--- src/rtl/fetch_stage.sv ---
// Instruction-fetch stage: owns the PC, registers the IF/ID instruction and PC,
// resolves J/JAL in fetch and parks on JR until the register value arrives.
module fetch_stage #(
    parameter logic [31:0] RESET_PC = 32'h0000_0000,
    parameter logic [31:0] NOP      = 32'h0000_0000
) (
    input  logic        clk,
    input  logic        reset,
    input  logic [31:0] imemData,
    output logic [31:0] imemAddr,
    input  logic        stall,
    input  logic        brTaken,
    input  logic [31:0] brTarget,
    input  logic        jrValid,
    input  logic [31:0] jrTarget,
    output logic [31:0] cmdOut,
    output logic [31:0] pcOut,
    output logic        cmdValid,
    output logic        flush,
    output logic [15:0] bubbleCount
);

    typedef enum logic {
        RUN,
        WAIT_JR
    } fetchState_t;

    fetchState_t state;
    logic [31:0] pc;
    logic [31:0] pcPlus4;
    logic [31:0] jumpTarget;
    logic [5:0]  opcode;
    logic        isJump;
    logic        isJr;
    logic        loadBubble;

    assign pcPlus4    = pc + 32'd4;
    assign opcode     = imemData[31:26];
    assign isJump     = (opcode == 6'b000010) || (opcode == 6'b000011);
    assign isJr       = (opcode == 6'b000000) && (imemData[5:0] == 6'b001000);
    assign jumpTarget = {pcPlus4[31:28], imemData[25:0], 2'b00};

    // Every edge that pushes NOP into IF/ID: a taken branch or any WAIT_JR cycle.
    assign loadBubble = brTaken || (state == WAIT_JR);

    assign imemAddr = pc;
    assign flush    = brTaken;

    always_ff @(posedge clk or posedge reset) begin
        if (reset) begin
            state       <= RUN;
            pc          <= RESET_PC;
            cmdOut      <= NOP;
            pcOut       <= 32'h0000_0000;
            cmdValid    <= 1'b0;
            bubbleCount <= 16'h0000;
        end else begin
            if (loadBubble && (bubbleCount != 16'hFFFF)) begin
                bubbleCount <= bubbleCount + 16'd1;
            end

            if (brTaken) begin
                pc       <= brTarget;
                cmdOut   <= NOP;
                cmdValid <= 1'b0;
                state    <= RUN;
            end else if (state == WAIT_JR) begin
                // Stall is deliberately ignored here; bubbles are already flowing.
                if (jrValid) begin
                    pc    <= jrTarget;
                    state <= RUN;
                end
                cmdOut   <= NOP;
                cmdValid <= 1'b0;
            end else if (!stall) begin
                cmdOut   <= imemData;
                pcOut    <= pc;
                cmdValid <= 1'b1;
                if (isJump) begin
                    pc <= jumpTarget;
                end else if (isJr) begin
                    state <= WAIT_JR;
                end else begin
                    pc <= pcPlus4;
                end
            end
        end
    end

endmodule

--- config.mk ---
export PLATFORM = sky130hd
export DESIGN_NAME = fetch_stage
export DESIGN_NICKNAME = d
export VERILOG_FILES = /design/src/rtl/fetch_stage.sv
export SDC_FILE = /design/constraint.sdc
export NUM_CORES = 1
export LEC_CHECK = 0
export ABC_AREA = 0
export BUFFER_PORTS_ARGS = -buffer_cell sky130_fd_sc_hd__buf_2
export CORE_ASPECT_RATIO = 0.9
export CORE_MARGIN = 10
export CORE_UTILIZATION = 40
export DETAILED_ROUTE_END_ITERATION = 10
export PLACE_DENSITY = 0.67
export SLEW_MARGIN = 20
export SYNTH_ARGS = -nofsm -noshare
export SYNTH_HDL_FRONTEND = slang
export SYNTH_SLANG_ARGS = --single-unit
--- constraint.sdc ---
create_clock -name clk -period 4.5 [get_ports clk]
set_input_delay 0.45 -clock clk [delete_from_list [all_inputs] [get_ports clk]]
set_output_delay 0.45 -clock clk [all_outputs]
set_load 0.005 [all_outputs]
# [Yosys cells after proc, flatten, opt, wreduce, memory -nomap -nowiden]
# Cells that the tools add are included.
[totals] regBits=114 output_inout_bits=114
[classes] add_sub_neg=2 n_eq_ne=7 muxes=18 bitwise_logic=3 n_reduce_logical=7
[ops] operator="$mux W32" n=9
[ops] operator="$add A32 B3 Y32 const B" n=1
[ops] operator="$add A16 B1 Y16 const B" n=1
[ops] operator="$ne A16 B16 Y1 const B" n=1
[ops] operator="$eq A6 B2 Y1 const B" n=2
[ops] operator="$mux W1" n=9
[ops] operator="$eq A6 B4 Y1 const B" n=1
[ops] operator="$logic_not A6 Y1" n=1
[ops] operator="$reduce_and A3 Y1" n=2
[ops] operator="$ne A4 B4 Y1 const B" n=1
[ops] operator="$ne A3 B1 Y1 const B" n=1
[ops] operator="$ne A3 B3 Y1 const B" n=1
[ops] operator="$not A1 Y1" n=3
[ops] operator="$logic_and A1 B1 Y1" n=2
[ops] operator="$logic_or A1 B1 Y1" n=2

# [Depth between registers and ports, before layout]
# Gate-level depths: netlist (run 1).
[logic_depth] word_depth=7 depth_mapped=8 depth_no_buf=6

# [Least setup slack after synthesis (run 1)]
# No wires, ideal clock.
[synth_path] kind="in2reg" startpoint="input port imemData[27]" endpoint="register pc[19], in the netlist imemAddr[19]" setup_time_ns=0.126 arrival_ns=1.930 t_required_ns=4.374 setup_slack_ns=2.444 path_stages=7 cell_sequence="clkbuf_1 nor4_1 nand3_1 o21bai_2 clkbuf_1 nor2_1 o32a_1"
[synth_between] elab_chain_cells=6
[synth_rtl] element="from (decl)" line="9" text="input logic [31:0] imemData,"
[synth_rtl] element="$eq A6 B2 Y1" line="39" text="assign isJump = (opcode == 6'b000010) || (opcode == 6'b000011);"
[synth_rtl] element="$logic_or A1 B1 Y1" line="39"
[synth_rtl] element="$mux W32" line="79" text="if (isJump) begin"
[synth_rtl] element="$mux W32" line="75" text="end else if (!stall) begin"
[synth_rtl] element="$mux W32" line="67" text="end else if (state == WAIT_JR) begin"
[synth_rtl] element="$mux W32" line="62" text="if (brTaken) begin"
[synth_rtl] element="to (signal assigned)" line="63" text="pc <= brTarget;"
[synth_rtl] element="to (signal assigned)" line="70" text="pc <= jrTarget;"
[synth_rtl] element="to (signal assigned)" line="80" text="pc <= jumpTarget;"
[synth_rtl] element="to (decl)" line="29" text="logic [31:0] pc;"
# Several ways; a longest one is shown, not always the timed one. The select of a mux whose other input is x is not followed.
# A chain may end at the register's enable or synchronous reset.

# [Final worst setup path (run 1)]
[layout_path] startpoint="register state" endpoint="register bubbleCount[15]"
[layout_between] elab_chain_cells=2
[layout_rtl] element="from (decl)" line="28" text="fetchState_t state;"
[layout_rtl] element="from (signal assigned)" line="51" text="state <= RUN;"
[layout_rtl] element="from (signal assigned)" line="66" text="state <= RUN;"
[layout_rtl] element="from (signal assigned)" line="71" text="state <= RUN;"
[layout_rtl] element="$logic_or A1 B1 Y1" line="44" text="assign loadBubble = brTaken || (state == WAIT_JR);"
[layout_rtl] element="$logic_and A1 B1 Y1" line="58" text="if (loadBubble && (bubbleCount != 16'hFFFF)) begin"
[layout_rtl] element="to (signal assigned)" line="59" text="bubbleCount <= bubbleCount + 16'd1;"
[layout_rtl] element="to (decl)" line="20" text="output logic [15:0] bubbleCount"
# No other way between the ends.

==> results of run 1 <==
[worst max path at each step]
stage / start / end / cells past startpoint
2_1_floorplan: reset / bubbleCount[0] / 1
3_3_place_gp: imemData[28] / imemAddr[5] / 6
3_5_place_dp: imemData[28] / imemAddr[26] / 6
4_1_cts: state / bubbleCount[15] / 5
5_1_grt: state / bubbleCount[15] / 5
6_report: state / bubbleCount[15] / 5
[synthesized netlist by cell type, drive strengths merged (3+ instances only)]
cell	instances	share of area (%)
nor3	10	0.85
buf	11	0.94
mux2	34	6.5
o21ai	31	2.7
o22a	3	0.45
o21a	3	0.38
a222oi	4	0.68
a221oi	6	0.90
o22ai	4	0.53
a41oi	3	0.45
or3	4	0.45
o211ai	4	0.51
a22o	8	1.2
o32a	3	0.51
xnor2	10	1.5
nand2	26	1.7
a31oi	13	1.4
dfrtp	114	49
and3	8	0.85
o31ai	4	0.51
nor2b	9	0.96
clkbuf	28	1.8
nand4b	3	0.45
xor2	11	1.6
nand3	15	1.4
and4	6	0.90
o2bb2ai	3	0.45
nor2	61	3.9
inv	12	0.77
a22oi	9	1.2
nand4	9	1.2
nor4	9	1.2
a311oi	3	0.45
a21oi	28	2.4
mux2i	35	6.0
[cell type report]
| class | count | area share (%) |
|---|---|---|
| timing repair buffer | 220 | 14.6 |
| clock inverter | 12 | 1.22 |
| tap | 193 | 3.17 |
| inverter | 12 | 0.657 |
| multi-input combinational | 404 | 37.1 |
| clock buffer | 19 | 5.81 |
| sequential | 114 | 37.4 |
[state kept, by name, indices dropped and copies added, names as in the netlist]
register,count
bubbleCount,16
cmdValid,1
pcOut,32
imemAddr,32
state,1
cmdOut,32
[per-stage QoR]
step           utilization (%)  std cells
2_1_floorplan                -        569
3_3_place_gp              50.0        943
3_5_place_dp              50.0        943
4_1_cts                   53.8        974
5_1_grt                   53.8        974
6_report                  53.8        974
[cells by family (layout without fill, tap and decap cells)]
family          Yosys count  count (layout)  synth area share, %
compound gates          141             141                 16.4
simple gates            171             171                 15.2
buf+inv                  51             263                 3.55
flops                   114             114                 48.7
fa+ha+maj                 2               2                0.427
xor+xnor                 21              21                 3.14
mux                      69              69                 12.5
[critical path, stage by stage (launching register included)]
cell and delay (ns):
dfrtp_1 0.74, or2_2 0.87, nand2_1 0.18, or4b_1 0.62, nor3_1 0.21, xor2_1 0.16
[routing by layer]
layer	share of wire [%]	GRT usage, %	vias to the layer above
met5	0.059	0	-
met4	1.7	6.93	2
met3	9.1	8.08	33
met2	47	31.2	253
met1	42	25.1	2697
li1	-	-	2507
[power groups by stage]
stage | Sequential (mW) | Clock (mW) | Combinational, mW
after global routing | 1.36 | 1.29 | 0.663
after detailed placement | 1.35 | 0 | 0.602
after CTS | 1.33 | 1.25 | 0.605
final | 1.33 | 1.23 | 0.595
after global placement | 1.33 | 0 | 0.590
after floorplan | 1.33 | 0 | 0.299
==> key figures, run 1 <==
Clock network
  – CTS max path bufs: 2
  – H-Tree Level Count: 4
  – Total CTS buffers: 17
  – CTS resizes: 0
  – Postcts setup bufs: 0
  – Sink Count: 114
  – Hold_buf cts: 0
  – CTS tree: built
  – Root buffer cell: clkbuf_16
  – Skew-Pair Late Insertion Delay: 0.42 ns
  – CTS clk-pin slew, worst paths: 0.06 ns

Timing
  – Clock Skew: 0.00812 ns
  – Setup TNS: 0 ns
  – Relative slew slack: 24.8%
  – Final min period: 2.87 ns
  – Final period utilization: 63.7%
  – Hold Slack: 0.191 ns
  – Fmax: 349 MHz
  – Worst slew pin tran: 1.12 ns
  – RSZ-0062 raised after global routing: false
  – Fin. Hold Viols: 0
  – Final worst setup slack: 1.63 ns
  – Max-slew violation count: 0
  – Final setup violating endpoints: 0

Cells and area
  – Nets: 872
  – Area of the multi-input gates: 2820 sq um
  – Filler Cell Count: 1,328
  – Commonest cells after routing, fill and taps aside: 214 x buf_2, 114 x dfrtp_1, 60 x nor2_1
  – Post-route design area: 7620 sq um
  – Share of cells above drive strength 1: 37.9%
  – Number of antenna diodes: 0
  – Syn-to-layout area delta: 30.1%
  – Most common cell after layout, fill and taps aside: buf_2
  – Storage cell area: 2850 sq um

Global routing
  – GRT Util Overall: 20.2%
  – Pin count of the biggest net entering global routing: 88
  – First-pass GRT wire length: 31,700 microns
  – Remaining Overflow, GRT: 0
  – Vias in the first global route: 5,558
  – Antenna violations before repair: 1

Power
  – Total power: 3.15 mW
  – Net Sw Frac: 29.0%
  – Cell Int Power: 2.24 mW
  – Comb power frac: 18.9%
  – Flop pwr share: 42.2%
  – Leakage: 3.67 nW
  – Worst vdd ir: 318 uV
  – Switching pwr: 0.915 mW
  – Pwr/cell area: 414 nW/um^2
  – Clk pwr share: 38.9%

Min path
  – Hold WC Path Type: input port to asynchronous set/reset pin

Critical path
  – Reg2Reg Depth: 5
  – Reg2reg setup slack: 1.63 ns
  – Crit. End Element: flip-flop
  – Critical R2R Capture: bubbleCount[15]
  – Reg2reg start: state
  – Worst Path Arrival: 3.21 ns
  – Startpoint class of the critical path: flip-flop
  – Critical Path Fanout Max: 46
  – Crit Path Category: flip-flop to flip-flop
  – Critical Path RT: 4.84 ns

Run status
  – Status: completed

Yosys
  – Main synth FF type: dfrtp_1
  – Warnings, synthesis: 0
  – EDFF count, synth: 0
  – Syn Area/Cell: 10.3 sq um
  – Synthesized cell area: 5850 sq um
  – Number of synthesized register bits: 114
  – Seq/Total Area, Yosys: 48.7%
  – Yosys cell types: 63
  – Post-synth ARST share: 100%
  – Post-synth net total: 672
  – Mapped Cells: 569

Place
  – Port Buffers: 214
  – Post-Place Cell Area: 7080 sq um
  – DPL Wire Length: 15,300 microns
  – Routability cong.: 0.859
  – Worst slack, placed: 1.63 ns

Detailed routing
  – DRT Pass-1 Iters: 5
  – Routed WL per cell: 21.0 microns
  – Remaining DRCs: 0
  – DR vias/cell: 5.64
  – Drt total wl: 20,400 microns
  – Drt first-iter violations: 422
  – Antenna viol nets, final: 0
  – Routed vias: 5,492

Floorplan
  – FP Rows: 41
  – Die Width: 148 microns
  – Die area: 19,900 sq um
  – Core area: 14,200 sq um
  – I/O pin count: 215
  – Die H: 135 microns
  – Initial Util: 41.3%

Job
  – Max-Cap Viols: 0
Note: power is estimated with default switching activity, not from simulation.
==> run 2, diff against run 1 <==
PLACE_DENSITY = 0.69   (was 0.67)
clock period = 2.3 ns   (was 4.5 ns; I/O delays follow)
==> key figures, run 2 (synthesis gave the netlist of run 1 again) <==
Min path
  – Hold path depth: 3
  – Hold Crit Start: imemData[15]
  – Hold WC Path Type: input port to flip-flop (was input port to asynchronous set/reset pin)

Clock network
  – H-Tree Level Count: 4 (unchanged)
  – Root buffer cell: clkbuf_16 (unchanged)
  – CTS resizes: 0 (unchanged)
  – CTS max path bufs: 2 (unchanged)
  – Sink Count: 114 (unchanged)
  – Skew-Pair Late Insertion Delay: 0.41 ns (was 0.42 ns)
  – Total CTS buffers: 17 (unchanged)
  – CTS tree: built (unchanged)
  – CTS clk-pin slew, worst paths: 0.06 ns (about the same)

Global routing
  – Remaining Overflow, GRT: 0 (unchanged)
  – Antenna violations before repair: 1 (unchanged)
  – First-pass GRT wire length: 32,100 microns (was 31,700 microns)
  – Vias in the first global route: 5,656 (was 5,558)
  – Pin count of the biggest net entering global routing: 79 (was 88)
  – GRT Util Overall: 20.4% (was 20.2%)

Critical path
  – Reg2reg start: imemAddr[2] (was state)
  – Crit Path Category: flip-flop to flip-flop (unchanged)
  – CP cell instances: ha_1 > nand4_1 > nor4_2 > buf_4 > nand4_1 > a31oi_1 > a2bb2oi_1 (was or2_2 > nand2_1 > or4b_1 > nor3_1 > xor2_1)
  – Reg2Reg Depth: 7 (was 5)
  – Crit. End Element: flip-flop (unchanged)
  – Slowest CP cell: dfrtp_1 (was or2_2)
  – Worst setup path startpoint: imemAddr[2] (was state)
  – Delay of the slowest cell on the worst path: 0.44 ns (was 0.87 ns)
  – Worst Path Arrival: 2.34 ns (was 3.21 ns)
  – Startpoint class of the critical path: flip-flop (unchanged)
  – Worst path most repeated cell: nand4_1
  – Critical Path Fanout Max: 13 (was 46)
  – Critical Path RT: 2.58 ns (was 4.84 ns)
  – Reg2reg setup slack: 0.24 ns (was 1.63 ns)

Place
  – Routability cong.: 0.913 (was 0.859)
  – DPL Wire Length: 15,800 microns (was 15,300 microns)
  – Placed Cells: 971 (was 943)
  – Port Buffers: 214 (unchanged)
  – Worst slack, placed: 0.292 ns (was 1.63 ns)

Cells and area
  – Nets: 902 (was 872)
  – Filler Cell Count: 1,246 (was 1,328)
  – Share of cells above drive strength 1: 40.0% (was 37.9%)
  – Commonest cells after routing, fill and taps aside: 214 x buf_2, 114 x dfrtp_1, 60 x nor2_1 (unchanged)
  – Most common cell after layout, fill and taps aside: buf_2 (unchanged)
  – Final cell count without fillers: 1,006 (was 974)
  – Final design utilization: 56.6% (was 53.8%)
  – Storage cell area: 2850 sq um (unchanged)
  – Syn-to-layout area delta: 36.8% (was 30.1%)
  – Area of the multi-input gates: 2820 sq um (about the same)

Timing
  – Fin. Hold Viols: 0 (unchanged)
  – Relative slew slack: 61.5% (was 24.8%)
  – Final setup violating endpoints: 0 (unchanged)
  – Final min period: 2.06 ns (was 2.87 ns)
  – Final period utilization: 89.5% (was 63.7%)
  – Final worst setup slack: 0.242 ns (was 1.63 ns)
  – Setup TNS: 0 ns (unchanged)
  – Worst slew pin tran: 0.578 ns (was 1.12 ns)
  – Hold Slack: 0.0850 ns (was 0.191 ns)
  – Fmax: 486 MHz (was 349 MHz)
  – Clock Skew: 0.00849 ns (was 0.00812 ns)
  – RSZ-0062 raised after global routing: false (unchanged)
  – Max-slew violation count: 0 (unchanged)

Detailed routing
  – Antenna viol nets, final: 0 (unchanged)
  – Routed WL per cell: 20.4 microns (was 21.0 microns)
  – DRT Pass-1 Iters: 5 (unchanged)
  – Remaining DRCs: 0 (unchanged)
  – Drt first-iter violations: 416 (was 422)
  – Drt total wl: 20,500 microns (was 20,400 microns)
  – Routed vias: 5,617 (was 5,492)
  – DR vias/cell: 5.58 (was 5.64)

Floorplan
  – Die H: 135 microns (unchanged)
  – Die area: 19,900 sq um (unchanged)
  – I/O pin count: 215 (unchanged)
  – Die Width: 148 microns (unchanged)
  – Core area: 14,200 sq um (unchanged)
  – Initial Util: 41.3% (unchanged)
  – FP Rows: 41 (unchanged)

Power
  – Worst vdd ir: 670 uV (was 318 uV)
  – Pwr/cell area: 839 nW/um^2 (was 414 nW/um^2)
  – Leakage: 3.87 nW (was 3.67 nW)

Run status
  – Status: completed (unchanged)

Job
  – Max-Cap Viols: 0 (unchanged)
## run 2: changes by cell type in the layout (fill, tap and decap cells not counted)
cell           previous run  this run
clkinv_4                  0         1
nor2b_2                   0         1
nor2b_4                   1         0
buf_4                     6        30
buf_12                    0         4
diode_2                   0         1
clkinv_2                  8         2
dlygate4sd3_1             0         2
clkinvlp_4                3         5
bufinv_16                 1         5
## run 2: per-layer routing
layer,global-route usage [%],vias to the layer above,part of all wire (%)
met5,0,-,0
met4,7.04,0,2.0
li1,-,2591,-
met3,8.12,33,9.3
met1,24.8,2744,41
met2,32.3,249,47
## run 2: worst paths after layout
check / to
min: cmdOut[15]
max: imemAddr[22]
min reg2reg: bubbleCount[10]
max reg2reg: imemAddr[22]
min in group asynchronous: cmdOut[0]
max in group asynchronous: pcOut[14]
## run 2: timing repair
item | CTS | global route
hold buffers | 2 | 0
setup endpoints to repair | 0 | 0
hold endpoints to repair | 18 | 0
buffers inserted | 0 | 0
## run 2: critical path: cells and delay by family, from the launching register on
family                   cells  cell delay, ns
flip-flops                   1            0.44
AND/OR/NAND/NOR              3            0.69
adder cells (fa/ha/maj)      1            0.25
AO/OA/AOI/OAI                2            0.31
buffers and inverters        1            0.23
## run 2: power breakdown
part | internal [mW] | total [mW] | leakage, nW | switching [mW]
clock | 1.95 | 2.89 | 0.306 | 0.940
sequential | 2.30 | 2.58 | 1.43 | 0.277
combinational | 0.640 | 1.25 | 2.13 | 0.609
## run 2: per-stage QoR
stage / total power, mW / cell area [sq um]
final: 6.72 / 8010
after global routing: 7.04 / 8010
after detailed placement: 3.87 / 7340
after CTS: 6.79 / 8010
after floorplan: 3.18 / 5860
after global placement: 3.82 / 7340
## run 2: area by class of cell
cell class,count,share of cell area [%]
inverters,12,0.609
repair buffers,250,17.4
flip-flops and latches,114,35.6
diodes,1,0.0312
well taps,193,3.01
clock inverters,13,2.59
multi-input cells,404,35.2
clock buffers,19,5.53
==> run 3, diff against run 2 <==
GPL_TIMING_DRIVEN = 0   (was not set)
==> key figures, run 3 (synthesis gave the netlist of run 1 again) <==
Global routing
  – Antenna violations before repair: 4 (was 1)
  – Remaining Overflow, GRT: 0 (unchanged)
  – Vias in the first global route: 5,787 (was 5,656)
  – Pin count of the biggest net entering global routing: 33 (was 79)
  – First-pass GRT wire length: 33,800 microns (was 32,100 microns)
  – GRT Util Overall: 21.9% (was 20.4%)

Clock network
  – CTS max path bufs: 2 (unchanged)
  – H-Tree Level Count: 4 (unchanged)
  – CTS clk-pin slew, worst paths: 0.05 ns (was 0.06 ns)
  – CTS tree: built (unchanged)
  – Total CTS buffers: 17 (unchanged)
  – Sink Count: 114 (unchanged)
  – Root buffer cell: clkbuf_16 (unchanged)
  – Skew-Pair Late Insertion Delay: 0.42 ns (was 0.41 ns)

Detailed routing
  – DR vias/cell: 5.70 (was 5.58)
  – Routed WL per cell: 22.2 microns (was 20.4 microns)
  – Drt first-iter violations: 393 (was 416)
  – Remaining DRCs: 0 (unchanged)
  – Drt total wl: 22,500 microns (was 20,500 microns)
  – Antenna viol nets, final: 0 (unchanged)
  – DRT Pass-1 Iters: 6 (was 5)
  – Routed vias: 5,770 (was 5,617)

Critical path
  – Reg2reg start: imemAddr[4] (was imemAddr[2])
  – Worst Path Arrival: 2.55 ns (was 2.34 ns)
  – Reg2reg setup slack: 0.09 ns (was 0.24 ns)
  – Slowest CP cell: or4_1 (was dfrtp_1)
  – Startpoint class of the critical path: flip-flop (unchanged)
  – Critical Path RT: 2.63 ns (was 2.58 ns)
  – CP bufs+invs: 2 (was 1)
  – Crit. End Element: flip-flop (unchanged)
  – Delay-heaviest family, CP: simple AND/OR/NAND/NOR gates (unchanged)
  – Critical Path Fanout Max: 7 (was 13)
  – Reg2Reg Depth: 7 (unchanged)
  – Crit Path Category: flip-flop to flip-flop (unchanged)
  – CP cell instances: buf_2 > nand3_2 > or3_1 > clkbuf_2 > or4_1 > a31o_1 > o22ai_2 (was ha_1 > nand4_1 > nor4_2 > buf_4 > nand4_1 > a31oi_1 > a2bb2oi_1)
  – Delay of the slowest cell on the worst path: 0.48 ns (was 0.44 ns)
  – Critical R2R Capture: imemAddr[23] (was imemAddr[22])

Floorplan
  – I/O pin count: 215 (unchanged)
  – Initial Util: 41.3% (unchanged)
  – Die Width: 148 microns (unchanged)
  – Die area: 19,900 sq um (unchanged)
  – FP Rows: 41 (unchanged)
  – Core area: 14,200 sq um (unchanged)
  – Die H: 135 microns (unchanged)

Min path
  – Hold EP: state (was cmdOut[15])
  – Hold path depth: 2 (was 3)
  – Hold WC Path Type: input port to flip-flop (unchanged)
  – Hold Crit Start: jrValid (was imemData[15])

Job
  – Max-Cap Viols: 0 (unchanged)

Cells and area
  – Share of cells above drive strength 1: 37.8% (was 40.0%)
  – Most common cell after layout, fill and taps aside: buf_2 (unchanged)
  – Syn-to-layout area delta: 35.1% (was 36.8%)
  – Commonest cells after routing, fill and taps aside: 220 x buf_2, 114 x dfrtp_1, 59 x nor2_1 (was 214 x buf_2, 114 x dfrtp_1, 60 x nor2_1)
  – Nets: 909 (was 902)
  – Post-route design area: 7910 sq um (was 8010 sq um)
  – Final cell count without fillers: 1,013 (was 1,006)

Timing
  – Fmax: 452 MHz (was 486 MHz)
  – Worst slew pin tran: 0.798 ns (was 0.578 ns)
  – RSZ-0062 raised after global routing: false (unchanged)
  – Fin. Hold Viols: 0 (unchanged)
  – Final min period: 2.21 ns (was 2.06 ns)
  – Max-slew violation count: 0 (unchanged)
  – Relative slew slack: 46.8% (was 61.5%)
  – Final worst setup slack: 0.0875 ns (was 0.242 ns)
  – Final period utilization: 96.2% (was 89.5%)
  – Clock Skew: 0.00793 ns (was 0.00849 ns)
  – Final setup violating endpoints: 0 (unchanged)

Place
  – Routability cong.: 0.901 (was 0.913)
  – Post-Place Cell Area: 7240 sq um (was 7340 sq um)
  – Port Buffers: 211 (was 214)
  – Placed Cells: 977 (was 971)
  – DPL Wire Length: 16,900 microns (was 15,800 microns)
  – Worst slack, placed: -0.359 ns (was 0.292 ns)

Power
  – Pwr/cell area: 815 nW/um^2 (was 839 nW/um^2)
  – Leakage: 3.82 nW (was 3.87 nW)
  – Worst vdd ir: 703 uV (was 670 uV)

Run status
  – Status: completed (unchanged)
## run 3: cell types whose count changed in the layout (fill, tap and decap cells not counted), moves of 2 or more
cell / delta
bufinv_16: -3
clkbuf_1: +22
buf_2: +6
nor2_2: +2
clkbuf_8: +4
buf_1: +2
clkinvlp_4: -4
clkbuf_2: +7
buf_4: -27
diode_2: +2
## run 3: stage by stage
step	hold slack, ns	TNS (ns)	util [%]	power, mW
CTS	0.0101	0	55.7	6.48
detailed placement	0.163	-6.66	51.2	3.84
floorplan	0.322	0	-	3.18
global placement	0.429	-24.46	50.5	3.79
finish	0.0184	0	55.9	6.45
global route	0.0210	0	55.9	6.73
## run 3: final cells by class
| class | instances | area (sq um) |
|---|---|---|
| fillers | 1313 | 6250 |
| flip-flops and latches | 114 | 2850 |
| multi-input cells | 404 | 2840 |
| repair buffers | 218 | 1170 |
| clock buffers | 25 | 505 |
| well taps | 193 | 241 |
| plain buffers | 39 | 170 |
| clock inverters | 5 | 75.1 |
| inverters | 12 | 48.8 |
| diodes | 3 | 7.51 |
## run 3: where the power goes
| group | total, mW | switching [mW] | internal [mW] |
|---|---|---|---|
| clock | 2.62 | 0.898 | 1.72 |
| combinational | 1.23 | 0.614 | 0.617 |
| sequential | 2.60 | 0.298 | 2.30 |
## run 3: worst max path at each step
stage	start	slack, ns	endpoint	cells past startpoint
after floorplan	imemAddr[4]	0.30	imemAddr[23]	7
after global placement	imemData[28]	-0.38	imemAddr[19]	7
after detailed placement	imemAddr[2]	-0.36	imemAddr[26]	6
after global routing	imemAddr[7]	0.003	imemAddr[23]	6
after CTS	state	0.08	imemAddr[19]	6
final	imemAddr[4]	0.09	imemAddr[23]	7
## run 3: timing repair
action,CTS,global route
gates resized for setup,8,11
hold endpoints to repair,33,0
setup endpoints to repair,25,24
setup buffers,2,0
hold buffers,1,0
cloned,0,0
## run 3: layer usage
layer / track usage, % / part of all wire [%] / up-vias
met5: 0 / 0.058 / -
met4: 7.92 / 2.1 / 2
met3: 7.72 / 10 / 33
met2: 34.4 / 46 / 325
met1: 27.4 / 41 / 2820
li1: - / - / 2590
